<file path="config.mk">
export PLATFORM = sky130hd
export DESIGN_NAME = fetch_buffer_flat
export DESIGN_NICKNAME = d
export VERILOG_FILES = /design/src/rtl/fetch_buffer_if.sv /design/src/rtl/fetch_buffer.sv /design/src/flat_wrapper.sv
export SDC_FILE = /design/constraint.sdc
export NUM_CORES = 1
export LEC_CHECK = 0
export ABC_CLOCK_PERIOD_IN_PS = 4450
export CAP_MARGIN = 15
export CORE_MARGIN = 2
export CORE_UTILIZATION = 35
export DETAILED_ROUTE_END_ITERATION = 7
export GPL_ROUTABILITY_DRIVEN = 0
export PLACE_DENSITY_LB_ADDON = 0.12
export SLEW_MARGIN = 20
export SYNTH_ARGS = -nofsm -noshare
export SYNTH_HDL_FRONTEND = slang
export SYNTH_SLANG_ARGS = --single-unit
</file>
<file path="constraint.sdc">
create_clock -name clock -period 4.45 [get_ports clock]
set_input_delay 1.1125 -clock clock [delete_from_list [all_inputs] [get_ports clock]]
set_output_delay 1.1125 -clock clock [all_outputs]
set_load 0.05 [all_outputs]
</file>
<file path="src/rtl/fetch_buffer_if.sv">
// ----------------------------------------------------------------------------
// fetch_buffer_if
//   Bundles the fetch front end's two handshakes into one interface: the
//   instruction-memory request/response channel and the decode channel,
//   which includes decode's redirect feedback (next_PC_select/target_PC).
//
//   Signals
//     imem_req_valid / imem_req_ready  request handshake, imem_addr = fetch PC
//     imem_rsp_valid / imem_rsp_data   in-order instruction words from memory
//     dec_valid / dec_ready            FIFO head handshake to decode
//     dec_PC / dec_instruction         FIFO head contents (NOP when empty)
//     next_PC_select / target_PC       redirect request from decode
//
//   Modports
//     master  the fetch buffer itself
//     slave   the environment (memory + decode)
// ----------------------------------------------------------------------------
interface fetch_buffer_if #(
  parameter int ADDRESS_BITS = 16
);

  logic                    imem_req_valid;
  logic                    imem_req_ready;
  logic [ADDRESS_BITS-1:0] imem_addr;
  logic                    imem_rsp_valid;
  logic [31:0]             imem_rsp_data;
  logic                    dec_valid;
  logic                    dec_ready;
  logic [ADDRESS_BITS-1:0] dec_PC;
  logic [31:0]             dec_instruction;
  logic                    next_PC_select;
  logic [ADDRESS_BITS-1:0] target_PC;

  modport master (
    output imem_req_valid,
    input  imem_req_ready,
    output imem_addr,
    input  imem_rsp_valid,
    input  imem_rsp_data,
    output dec_valid,
    input  dec_ready,
    output dec_PC,
    output dec_instruction,
    input  next_PC_select,
    input  target_PC
  );

  modport slave (
    input  imem_req_valid,
    output imem_req_ready,
    input  imem_addr,
    output imem_rsp_valid,
    output imem_rsp_data,
    input  dec_valid,
    output dec_ready,
    input  dec_PC,
    input  dec_instruction,
    output next_PC_select,
    output target_PC
  );

endinterface

</file>
<file path="src/rtl/fetch_buffer.sv">
// ----------------------------------------------------------------------------
// fetch_buffer
//   Instruction-fetch front end. Holds the fetch PC, issues in-order requests
//   to a variable-latency instruction memory, buffers returned words in a
//   small FIFO and hands them to decode over a valid/ready handshake. A taken
//   redirect from decode flushes the FIFO, marks every in-flight request to be
//   discarded on return, and restarts fetch at target_PC.
//
//   Ports
//     clock  rising-edge system clock
//     reset  asynchronous, active-low reset
//     bus    fetch_buffer_if.master (memory request/response + decode side)
//
//   Parameters
//     ADDRESS_BITS  PC / address width (must match the interface)
//     DEPTH         FIFO entries and cap on outstanding + buffered (power of 2)
//     RESET_PC      fetch PC after reset
// ----------------------------------------------------------------------------
module fetch_buffer #(
  parameter int                      ADDRESS_BITS = 16,
  parameter int                      DEPTH        = 2,
  parameter logic [ADDRESS_BITS-1:0] RESET_PC     = '0
) (
  input logic             clock,
  input logic             reset,
  fetch_buffer_if.master  bus
);

  localparam int          PTR_BITS = (DEPTH > 1) ? $clog2(DEPTH) : 1;
  localparam int          CNT_BITS = $clog2(DEPTH) + 1;
  localparam logic [31:0] NOP      = 32'h0000_0013;

  logic [ADDRESS_BITS-1:0] r_fetchPc;
  logic [CNT_BITS-1:0]     r_outstanding;
  logic [CNT_BITS-1:0]     r_drop;
  logic [CNT_BITS-1:0]     r_count;
  logic [PTR_BITS-1:0]     r_tagRd;
  logic [PTR_BITS-1:0]     r_tagWr;
  logic [PTR_BITS-1:0]     r_fifoRd;
  logic [PTR_BITS-1:0]     r_fifoWr;
  logic [ADDRESS_BITS-1:0] r_tagPc    [DEPTH];
  logic [ADDRESS_BITS-1:0] r_fifoPc   [DEPTH];
  logic [31:0]             r_fifoData [DEPTH];

  logic                    w_rspValid;
  logic                    w_rspDrop;
  logic                    w_push;
  logic                    w_decValid;
  logic                    w_pop;
  logic                    w_redirect;
  logic [CNT_BITS:0]       w_inUse;
  logic                    w_reqValid;
  logic                    w_accept;
  logic [CNT_BITS-1:0]     w_outNext;

  // A response with nothing outstanding is a protocol error and is ignored
  // entirely; otherwise it either retires a discarded request or is pushed.
  assign w_rspValid = bus.imem_rsp_valid & (r_outstanding != '0);
  assign w_rspDrop  = w_rspValid & (r_drop != '0);
  assign w_push     = w_rspValid & (r_drop == '0);

  assign w_decValid = (r_count != '0);
  assign w_pop      = w_decValid & bus.dec_ready;
  assign w_redirect = w_pop & bus.next_PC_select;

  // The cap counts both in-flight and buffered words, so every response is
  // guaranteed a FIFO slot. Gating with reset keeps the request low while the
  // block is held in reset.
  assign w_inUse    = {1'b0, r_outstanding} + {1'b0, r_count};
  assign w_reqValid = reset & (w_inUse < (CNT_BITS+1)'(DEPTH)) & ~w_redirect;
  assign w_accept   = w_reqValid & bus.imem_req_ready;

  assign w_outNext  = r_outstanding + CNT_BITS'(w_accept) - CNT_BITS'(w_rspValid);

  assign bus.imem_req_valid  = w_reqValid;
  assign bus.imem_addr       = r_fetchPc;
  assign bus.dec_valid       = w_decValid;
  assign bus.dec_PC          = w_decValid ? r_fifoPc[r_fifoRd] : '0;
  assign bus.dec_instruction = w_decValid ? r_fifoData[r_fifoRd] : NOP;

  // Control state. On a redirect the FIFO is emptied (a same-cycle push is
  // lost with it) and every request still in flight after this cycle's
  // response is marked for discard. The tag queue keeps running across a
  // redirect because dropped responses still consume their tags.
  always_ff @(posedge clock or negedge reset) begin
    if (!reset) begin
      r_fetchPc     <= RESET_PC;
      r_outstanding <= '0;
      r_drop        <= '0;
      r_count       <= '0;
      r_tagRd       <= '0;
      r_tagWr       <= '0;
      r_fifoRd      <= '0;
      r_fifoWr      <= '0;
    end else begin
      r_outstanding <= w_outNext;
      if (w_accept) begin
        r_tagWr <= r_tagWr + PTR_BITS'(1);
      end
      if (w_rspValid) begin
        r_tagRd <= r_tagRd + PTR_BITS'(1);
      end
      if (w_redirect) begin
        r_fetchPc <= bus.target_PC;
        r_drop    <= w_outNext;
        r_count   <= '0;
        r_fifoRd  <= '0;
        r_fifoWr  <= '0;
      end else begin
        if (w_accept) begin
          r_fetchPc <= r_fetchPc + ADDRESS_BITS'(4);
        end
        if (w_rspDrop) begin
          r_drop <= r_drop - CNT_BITS'(1);
        end
        if (w_push) begin
          r_fifoWr <= r_fifoWr + PTR_BITS'(1);
        end
        if (w_pop) begin
          r_fifoRd <= r_fifoRd + PTR_BITS'(1);
        end
        if (w_push && !w_pop) begin
          r_count <= r_count + CNT_BITS'(1);
        end else if (!w_push && w_pop) begin
          r_count <= r_count - CNT_BITS'(1);
        end
      end
    end
  end

  // Storage needs no reset: entries are only read once the pointers and
  // count say they were written.
  always_ff @(posedge clock) begin
    if (w_accept) begin
      r_tagPc[r_tagWr] <= r_fetchPc;
    end
    if (w_push) begin
      r_fifoPc[r_fifoWr]   <= r_tagPc[r_tagRd];
      r_fifoData[r_fifoWr] <= bus.imem_rsp_data;
    end
  end

endmodule

</file>
<file path="src/flat_wrapper.sv">
// flat-port wrapper written by rule: the top's interface ports become plain ports
module fetch_buffer_flat 
#(
  parameter int                      ADDRESS_BITS = 16,
  parameter int                      DEPTH        = 2,
  parameter logic [ADDRESS_BITS-1:0] RESET_PC     = '0
)
  (clock, reset, bus_imem_req_valid, bus_imem_req_ready, bus_imem_addr, bus_imem_rsp_valid, bus_imem_rsp_data, bus_dec_valid, bus_dec_ready, bus_dec_PC, bus_dec_instruction, bus_next_PC_select, bus_target_PC);
  fetch_buffer_if #(.ADDRESS_BITS(ADDRESS_BITS)) bus_i ();
  input logic clock;
  input logic reset;
  output wire logic [$bits(bus_i.imem_req_valid)-1:0] bus_imem_req_valid;
  input wire logic [$bits(bus_i.imem_req_ready)-1:0] bus_imem_req_ready;
  output wire logic [$bits(bus_i.imem_addr)-1:0] bus_imem_addr;
  input wire logic [$bits(bus_i.imem_rsp_valid)-1:0] bus_imem_rsp_valid;
  input wire logic [$bits(bus_i.imem_rsp_data)-1:0] bus_imem_rsp_data;
  output wire logic [$bits(bus_i.dec_valid)-1:0] bus_dec_valid;
  input wire logic [$bits(bus_i.dec_ready)-1:0] bus_dec_ready;
  output wire logic [$bits(bus_i.dec_PC)-1:0] bus_dec_PC;
  output wire logic [$bits(bus_i.dec_instruction)-1:0] bus_dec_instruction;
  input wire logic [$bits(bus_i.next_PC_select)-1:0] bus_next_PC_select;
  input wire logic [$bits(bus_i.target_PC)-1:0] bus_target_PC;
  assign bus_imem_req_valid = bus_i.imem_req_valid;
  assign bus_i.imem_req_ready = bus_imem_req_ready;
  assign bus_imem_addr = bus_i.imem_addr;
  assign bus_i.imem_rsp_valid = bus_imem_rsp_valid;
  assign bus_i.imem_rsp_data = bus_imem_rsp_data;
  assign bus_dec_valid = bus_i.dec_valid;
  assign bus_i.dec_ready = bus_dec_ready;
  assign bus_dec_PC = bus_i.dec_PC;
  assign bus_dec_instruction = bus_i.dec_instruction;
  assign bus_i.next_PC_select = bus_next_PC_select;
  assign bus_i.target_PC = bus_target_PC;
  fetch_buffer #(.ADDRESS_BITS(ADDRESS_BITS), .DEPTH(DEPTH), .RESET_PC(RESET_PC)) u_core (.clock(clock), .reset(reset), .bus(bus_i));
endmodule
</file>
==> summary.md <==
| Metric | Value |
|---|---|
| Share of async-settable or async-resettable flops after synthesis | 16.88% |
| Syn Std Cell Area | roughly 0.0063 sq mm |
| # Post-CTS Setup Buffers | 0 |
| Via count of the first global-routing pass | 3741 |
| Worst Skew | roughly 0.008 ns |
| Most numerous cell in the Yosys netlist | edfxtp_1 |
| Setup repair after global routing missed its margin | false |
| Flip-flop and latch count after synthesis | between 150 and 200 |
| Layout fillers | 1532 |
| Routed WL | ~13 mm |
| Post-DRT Antenna Nets | 0 |
| TritonCTS clock tree | built |
| Yosys Warn Count | 0 |
| Sequential cell area | ~0.0045 sq mm |
| Reported max-cap violation count | 0 |
| Max rail drop VDD | roughly 340 uV |
| Mean routed wirelength per cell | around 16 microns |
| Number of nets in the final layout | around 600 |
| Number of endpoints failing setup at the final stage | 0 |
| Worst-case headroom to the max-slew limit | 47.53% |
| Post-route minimum period | 3.703 ns |
| Antenna Cells | 0 |
| Worst path max stage delay | ~0.85 ns |
| Area occupied by multi-input gates | about 0.0016 sq mm |
| Global Route Usage Sum | 14.02% |
| Via-to-Cell Ratio | about 4.8 |
| Slew Viols, Final | 0 |
| Die width | between 100 and 150 microns |
| Root buffer cell | clkbuf_16 |
| CTS hold repair buffers | 0 |
| Deepest clock path buffer count | 2 |
| Crit-path slowest cell | dfrtp_2 |
| DRC violation count after routing | 0 |
| PostCTS Resize Cnt | 0 |
| Fraction of layout cells with a size suffix above 1 | a little under an eighth |
| Number of different library cells in the post-synthesis netlist | 44 |
| Iteration-0 DRC count of the detailed router | ~190 |
| GRT overflow | 0 |
| Worst Path Required | 3.34 ns |
| CP Cell Sequence | buf_12 > mux2i_1 > nor2_1 > clkdlybuf4s50_1 |
| Total negative slack | 0 ns |
| IO Count | 120 |
| Floorplan die area | between 0.015 and 0.02 sq mm |
| Sequential cell area fraction in the yosys report | a little under three quarters |
| Family with the most delay on the worst path | buffers and inverters |
| Area inside the core boundary | 0.01736 sq mm |
| Number of standard-cell rows in the floorplan | between 40 and 50 |
| Total power divided by cell area | roughly 780 mW/mm^2 |
| Final Hold Fails | 0 |
| Final worst-path cycle share | 83.22% |
| Biggest area contributors in the synthesized netlist | edfxtp_1 61%, dfrtp_1 10%, mux2i_1 8.0%, nor2_1 3.8%, mux2_2 2.9% |
| Mean instance size in the synthesized netlist | approximately 15 sq um |
| Cell accounting for the most synthesized area | edfxtp_1 |
| Worst Setup Start Kind | register |
| Buffers and inverters on the worst path | 2 |
| Die Ht | ~140 microns |
| Initial Util | ~36% |
| First-pass GRT wire length | 19.55 mm |
| Proportion of netlist area held by the largest area contributor | about three fifths |
| Total CTS buffers | 17 |
| Arrival time reported for the critical path endpoint | 2.59 ns |
| Leakage Power | approximately 3 nW |
| Number of antenna violations at the first check in global routing | 0 |
| Design area | 0.008354 sq mm |
| Ranking of synthesized cells by instance count | 128 x edfxtp_1, 64 x nor2_1, 50 x mux2i_1 |
| Transition time at the pin with the least slew margin | approximately 0.78 ns |
| Detailed-placement wirelength estimate | between 8 and 9 mm |
| Area delta synth->final | 33.65% |
| Synth Instances | approximately 420 |
| Pin count of the biggest net entering global routing | 49 |
| Overall power | between 0.006 and 0.007 W |
| Quantity of I/O buffers inserted on ports | between 100 and 150 |
| Crit path capture type | primary output |
| Clock edge transition at the registers on the reported setup and hold paths | ~0.06 ns |
| Worst min-delay path category | reg2reg |
| Clock sink count | about 150 |
| Maximum fanout along the worst path | 24 |
| Overall via count from detail_route | approximately 3700 |
| Primary flip-flop cell chosen by synthesis mapping | edfxtp_1 |
| CTS HTree Levels | 4 |
| Total nets after synthesis | approximately 480 |
| Source-to-sink clock delay at the later pin of the worst-skew pair | ~0.42 ns |
| Timing-limited maximum frequency | approximately 0.27 GHz |
| Total iterations of the first detailed-routing run | 4 |
| Setup CP Type | reg2out |
| Final Hold Slack | about 0.52 ns |
| Outcome | finished clean |
| Number of enable flip-flop cells after synthesis | about 130 |
| Placed Instance Area | just under 0.008 sq mm |
[metrics by stage]
stage / setup WS, ns / util [%] / std cells
3_5_place_dp: 0.8781 / 44.63 / 748
2_1_floorplan: 0.4799 / - / 415
6_report: 0.7466 / 48.13 / 780
5_1_grt: 0.5911 / 48.13 / 780
4_1_cts: 0.6675 / 48.13 / 780
3_3_place_gp: 0.9074 / 44.63 / 748
[placed cells by master (no fill, tap or decap), drive strengths merged, types with 6 or more instances in the layout]
cell / synthesis / routed
clkbuf: 9 / 25
buf: 11 / 10
o21ai: 11 / 11
a31oi: 6 / 6
mux2: 16 / 16
clkdlybuf4s50: 0 / 118
edfxtp: 128 / 128
xor2: 6 / 6
dfrtp: 26 / 26
nand2: 22 / 22
nand3: 6 / 6
mux2i: 50 / 50
xnor2: 6 / 6
inv: 10 / 10
nor2: 64 / 64
[worst reg2reg max path, stage by stage, from the launching register on]
cell	delay, ns
dfrtp_1	0.47
and2_1	0.19
fa_1	0.49
or3b_1	0.50
or4b_4	0.59
o31ai_1	0.26
a31oi_1	0.12
[layout make-up]
| type | count | area share (%) |
|---|---|---|
| Clock inverter | 7 | 1.348 |
| Inverter | 10 | 0.4493 |
| Timing Repair Buffer | 128 | 15.64 |
| Multi-Input combinational cell | 231 | 19.45 |
| Sequential cell | 154 | 53.81 |
| Clock buffer | 25 | 5.931 |
| Tap cell | 225 | 3.370 |
[power breakdown]
part | internal, W | switching [W]
Clock | 0.000939 | 0.000521
Sequential | 0.00193 | 0.000290
Combinational | 0.000994 | 0.00180
Total | 0.00387 | 0.00261
[sequential cells by signal, summed over array words and instances, names as in the netlist]
signal,count
u_core.r_tagPc,32
u_core.r_fifoWr,1
u_core.r_count,2
u_core.r_fifoRd,1
u_core.r_fifoPc,32
u_core.r_fifoData,64
u_core.r_drop,2
u_core.r_tagRd,1
u_core.bus.imem_addr,16
u_core.r_outstanding,2
u_core.r_tagWr,1
[logic make-up (layout without fill, tap and decap cells)]
kind of cell / Yosys count / in the layout / share of synthesized area, %
AO/OA/AOI/OAI: 31 / 31 / 3.163
XOR/XNOR: 12 / 12 / 1.681
adder cells (fa/ha/maj): 6 / 6 / 1.321
buffers and inverters: 30 / 170 / 2.362
flip-flops: 154 / 154 / 71.90
multiplexers: 66 / 66 / 10.89
AND/OR/NAND/NOR: 116 / 116 / 8.687
[layer usage]
layer	up-vias	wire length, microns	track usage [%]
met2	104	6079	22.50
met4	0	277	6.472
met1	1804	5637	17.51
met3	23	690	4.084
li1	1786	-	-
met5	-	0	0
[worst paths after layout]
path | from | end | slack, ns | cells past startpoint
min in group asynchronous | reset | u_core.bus.imem_addr[12] | 1.13 | 2
hold reg to reg | u_core.r_tagWr | u_core.r_tagWr | 0.52 | 1
hold / removal | u_core.r_tagWr | u_core.r_tagWr | 0.52 | 1
setup / recovery | u_core.r_fifoRd | bus_dec_instruction[8] | 0.75 | 4
setup reg to reg | u_core.r_count[0] | u_core.bus.imem_addr[14] | 1.71 | 6
max in group asynchronous | reset | u_core.r_fifoRd | 3.03 | 2
Note: power is estimated with default switching activity, not from simulation.
